--- src/rtl/fifo_word_packer.sv ---
// Packs LANES consecutive entries from a 1-cycle-latency FIFO into one little-endian word.
// Full words leave LANES+2 cycles after the first read. A partial word is flushed after TIMEOUT idle cycles. The held word stalls all reads until it is accepted.
module fifo_word_packer #(
    parameter int WIDTH   = 8,
    parameter int LANES   = 4,
    parameter int TIMEOUT = 8
) (
    input  logic                   clk,
    input  logic                   rst,
    input  logic [WIDTH-1:0]       fifo_dout,
    input  logic                   fifo_empty,
    output logic                   fifo_rd_en,
    output logic [LANES*WIDTH-1:0] m_data,
    output logic [$clog2(LANES):0] m_bytes,
    output logic                   m_valid,
    input  logic                   m_ready
);

    localparam int CW = $clog2(LANES) + 1;
    localparam int IW = $clog2(TIMEOUT + 1);

    typedef enum logic {
        COLLECT = 1'b0,
        EMIT    = 1'b1
    } state_t;

    state_t                 state;
    state_t                 state_nxt;
    logic                   pend;
    logic [CW-1:0]          lane_cnt;
    logic [IW-1:0]          idle_cnt;
    logic [LANES*WIDTH-1:0] lanes;
    logic [CW:0]            inflight;
    logic                   last_lane;
    logic                   idle_inc;
    logic                   timeout;
    logic                   accept;

    // Lanes already filled plus the read still in flight bound how many more reads fit.
    assign inflight  = {1'b0, lane_cnt} + {{CW{1'b0}}, pend};
    assign last_lane = pend && (lane_cnt == CW'(LANES - 1));
    assign idle_inc  = (state == COLLECT) && (lane_cnt != '0) && !pend && fifo_empty;
    assign timeout   = idle_inc && (idle_cnt == IW'(TIMEOUT - 1));
    assign accept    = (state == EMIT) && m_ready;

    always_comb begin
        state_nxt  = state;
        fifo_rd_en = 1'b0;
        case (state)
            COLLECT: begin
                fifo_rd_en = !rst && !fifo_empty && (inflight < (CW+1)'(LANES));
                if (last_lane || timeout) begin
                    state_nxt = EMIT;
                end
            end
            EMIT: begin
                if (m_ready) begin
                    state_nxt = COLLECT;
                end
            end
            default: state_nxt = COLLECT;
        endcase
    end

    always_ff @(posedge clk or posedge rst) begin
        if (rst) begin
            state <= COLLECT;
        end else begin
            state <= state_nxt;
        end
    end

    always_ff @(posedge clk or posedge rst) begin
        if (rst) begin
            pend     <= 1'b0;
            lane_cnt <= '0;
            idle_cnt <= '0;
            lanes    <= '0;
        end else begin
            pend <= fifo_rd_en;
            if (accept) begin
                lanes    <= '0;
                lane_cnt <= '0;
                idle_cnt <= '0;
            end else begin
                if (pend) begin
                    for (int k = 0; k < LANES; k++) begin
                        if (lane_cnt == CW'(k)) begin
                            lanes[k*WIDTH +: WIDTH] <= fifo_dout;
                        end
                    end
                    lane_cnt <= lane_cnt + CW'(1);
                end
                if (pend || (lane_cnt == '0)) begin
                    idle_cnt <= '0;
                end else if (idle_inc) begin
                    idle_cnt <= idle_cnt + IW'(1);
                end
            end
        end
    end

    // Unfilled lanes stay zero because every lane is cleared on acceptance and reset.
    assign m_valid = (state == EMIT);
    assign m_data  = lanes;
    assign m_bytes = lane_cnt;

endmodule

--- config.mk ---
export PLATFORM = sky130hd
export DESIGN_NAME = fifo_word_packer
export DESIGN_NICKNAME = d
export VERILOG_FILES = /design/src/rtl/fifo_word_packer.sv
export SDC_FILE = /design/constraint.sdc
export NUM_CORES = 1
export LEC_CHECK = 0
export ABC_AREA = 1
export CORE_MARGIN = 8
export CORE_UTILIZATION = 50
export DETAILED_ROUTE_END_ITERATION = 7
export HOLD_SLACK_MARGIN = 0.15
export MAX_ROUTING_LAYER = met4
export PLACE_DENSITY_LB_ADDON = 0.12
export SYNTH_ARGS = -nofsm -noshare
export SYNTH_HDL_FRONTEND = slang
export SYNTH_SLANG_ARGS = --single-unit
--- constraint.sdc ---
create_clock -name clk -period 3 [get_ports clk]
set_clock_uncertainty 0.05 [all_clocks]
set_input_delay 0.3 -clock clk [delete_from_list [all_inputs] [get_ports clk]]
set_output_delay 0.3 -clock clk [all_outputs]
set_load 0.02 [all_outputs]
==> impl_metrics.py <==
metrics = {
    "setup_path": {
        "slowest_stage": "clkdlybuf4s50_1",
        "max_stage_delay_ns": 0.64,
        "crit_arrival_ns": 1.85,
        "ff2ff_setup_slack_ns": 1.44,
        "endpoint": "fifo_rd_en",
        "worstSetupEndpointType": "output port",
        "path_buf_inv": 1,
        "cp_top_family": "buffers and inverters",
        "crit_chain": "nand2_1 > o21ai_0 > nor3_1 > clkdlybuf4s50_1",
        "r2r_start": "m_bytes[1]$_DFFE_PP0P_",
        "r2r_cells": 5,
        "critPathMaxFanout": 7,
        "cp_num_cells": 4,
        "r2r-end": "m_data[0]$_DFFE_PP0P_",
        "worst_setup_path_start_kind": "flop",
        "path_class": "flop to output port",
        "worstSetupStartpoint": "pend$_DFF_PP0_",
        "crit_required_ns": 2.65,
    },
    "timing": {
        "hold_violations": 0,
        "fin_crit_ns": 2.20,
        "tightestPinTransition_ns": 0.527,
        "finalMaxSlewViolations": 0,
        "clock.fmax_mhz": 456,
        "rsz0062_at_grt": "false",
        "fin_crit_sh_pct": 73.2,
        "tns_ns": 0,
        "hold_ws_ns": 0.411,
        "setup_viol": 0,
        "relSlewSlack_pct": 64.9,
        "setup_slack_ns": 0.805,
    },
    "detailed_routing": {
        "viasPerCell": 4.94,
        "wirelength_mm": 4.66,
        "top_layer": "met4",
        "drtAntennaViolNets": 0,
        "wl_per_cell_um": 14.5,
        "drcViolationCount": 0,
        "wirelength_met1_mm": 2.25,
        "vias": 1591,
        "wl_met2_mm": 2.03,
        "drtIter0Drc": 110,
        "first_pass_iters": 4,
        "wl_met3_um": 298,
    },
    "die": {
        "fp.dieW_um": 78.1,
        "ios": 49,
        "die-area_um2": 6100,
        "initial_utilization_pct": 52.3,
        "design.core.area_um2": 3690,
        "die_h_um": 78.1,
        "rows": 22,
    },
    "clocking": {
        "cts_buffer_depth": 2,
        "cts.repair.resized": 0,
        "clk_latency_ns": 0.30,
        "htreeDepth": 2,
        "cts_tree": "built",
        "numClockSinks": 41,
        "post-cts-setup-buffers": 0,
        "clk_pin_slew_ns": 0.07,
        "hold_buffers": 0,
        "root_buffer": "clkbuf_8",
        "cts_buffers": 5,
    },
    "status": {
        "status": "completed",
    },
    "yosys": {
        "synthesis.area_um2": 1930,
        "netlist_instances": 223,
        "ys_warn_count": 0,
        "yosys_register_bits": 41,
        "synth-seq-area-share_pct": 53.2,
        "synthesis.nets": 241,
        "synth.distinct_cells": 23,
        "syn_avg_cell_area_um2": 8.65,
    },
    "final_layout": {
        "final_net_count": 292,
        "antenna_cells": 0,
        "layout-drive-gt1-share_pct": 8.76,
        "stdcell_area_um2": 2520,
        "layout_commonest_cell": "nand2_1",
        "utilization_pct": 68.2,
        "area_growth_pct": 30.4,
        "layout_common_cells": "70 x nand2_1, 48 x clkdlybuf4s50_1, 41 x dfrtp_1",
    },
    "placement": {
        "dp_hpwl_mm": 3.26,
        "io_buffers": 48,
        "place.gp.congestion": 0.782,
        "placed_area_um2": 2430,
        "dp_slack_ns": 0.839,
    },
    "power": {
        "ir_drop_uv": 559,
        "leakage_nw": 1.30,
        "power.density_nw_per_um2": 1100,
    },
    "global_route": {
        "grt_pass1_vias": 1526,
        "grt_pass1_wl_mm": 7.45,
        "grt.overflow.total": 0,
        "grt_max_degree": 42,
        "grt_usage_pct": 15.7,
        "antenna_found_initial": 0,
    },
    "job": {
        "cap_violations": 0,
    },
    "min_path": {
        "hold_class": "input pin to async pin",
    },
}
## stage by stage
| stage | instances | total power [W] |
|---|---|---|
| 2_1_floorplan | 223 | 0.00181 |
| 3_3_place_gp | 315 | 0.00240 |
| 3_5_place_dp | 315 | 0.00242 |
| 4_1_cts | 322 | 0.00280 |
| 5_1_grt | 322 | 0.00295 |
| 6_report | 322 | 0.00278 |
## cell families (layout without fill, tap and decap cells)
group / Yosys count / count (layout) / share of synthesized area [%]
compound gates: 13 / 13 / 4.60
fa+ha+maj: 6 / 6 / 3.89
buf+inv: 35 / 86 / 8.75
flops: 41 / 41 / 53.2
simple gates: 127 / 127 / 29.1
xor+xnor: 1 / 1 / 0.454
## sequential cells by signal, summed over array words and instances (netlist names)
name	count
idle_cnt	4
pend	1
m_bytes	3
m_valid	1
m_data	32
## power by group
group	total [W]	internal (W)	leakage, nW	switching (W)
sequential	0.000975	0.000802	0.523	0.000173
combinational	0.00144	0.000626	0.734	0.000810
clock	0.000368	0.000183	0.0443	0.000185
## cells in the mapped netlist
cell type / instances / area [µm²]
nand2_1: 70 / 263
dfrtp_1: 41 / 1030
nand3_1: 32 / 160
inv_1: 25 / 93.8
nor2_1: 14 / 52.6
o21ai_0: 7 / 35.0
ha_1: 6 / 75.1
buf_6: 4 / 45.0
nand2_2: 4 / 25.0
inv_2: 3 / 11.3
a211oi_1: 2 / 15.0
buf_2: 2 / 10.0
nand3_2: 2 / 20.0
o21ai_2: 2 / 17.5
a21oi_1: 1 / 5.00
inv_6: 1 / 8.76
nand2_4: 1 / 11.3
nand4_1: 1 / 6.26
nand4_2: 1 / 12.5
nor2_2: 1 / 6.26
nor3_1: 1 / 5.00
o21ai_4: 1 / 16.3
xnor2_1: 1 / 8.76
## worst register-to-register path: stages, from the launching register on
cell and delay, ns:
dfrtp_1 0.41, inv_1 0.14, ha_1 0.22, nand2_4 0.08, o21ai_4 0.37, o21ai_0 0.16
## worst min path at each step
stage	start	to	slack, ns	cells after the start
after floorplan	rst	pend$_DFF_PP0_	0.42	1
after global placement	m_data[9]$_DFFE_PP0P_	m_data[9]$_DFFE_PP0P_	0.44	2
after detailed placement	m_data[22]$_DFFE_PP0P_	m_data[22]$_DFFE_PP0P_	0.45	2
after CTS	rst	pend$_DFF_PP0_	0.43	3
after global routing	rst	m_bytes[2]$_DFFE_PP0P_	0.48	3
final	rst	pend$_DFF_PP0_	0.41	3
## cell type report
cell class | instances | area (µm²)
clock buffer | 7 | 86.3
fill | 316 | 1170
inverter | 29 | 114
multi-input combinational | 147 | 734
sequential | 41 | 1030
tap | 48 | 60.1
timing repair buffer | 50 | 495
## routing by layer
metal / global-route usage [%] / vias to the layer above
met5: - / -
met3: 4.21 / 8
met4: 6.11 / 0
met2: 22.5 / 54
met1: 20.7 / 731
li1: - / 798
Note: power is estimated with default switching activity, not from simulation.
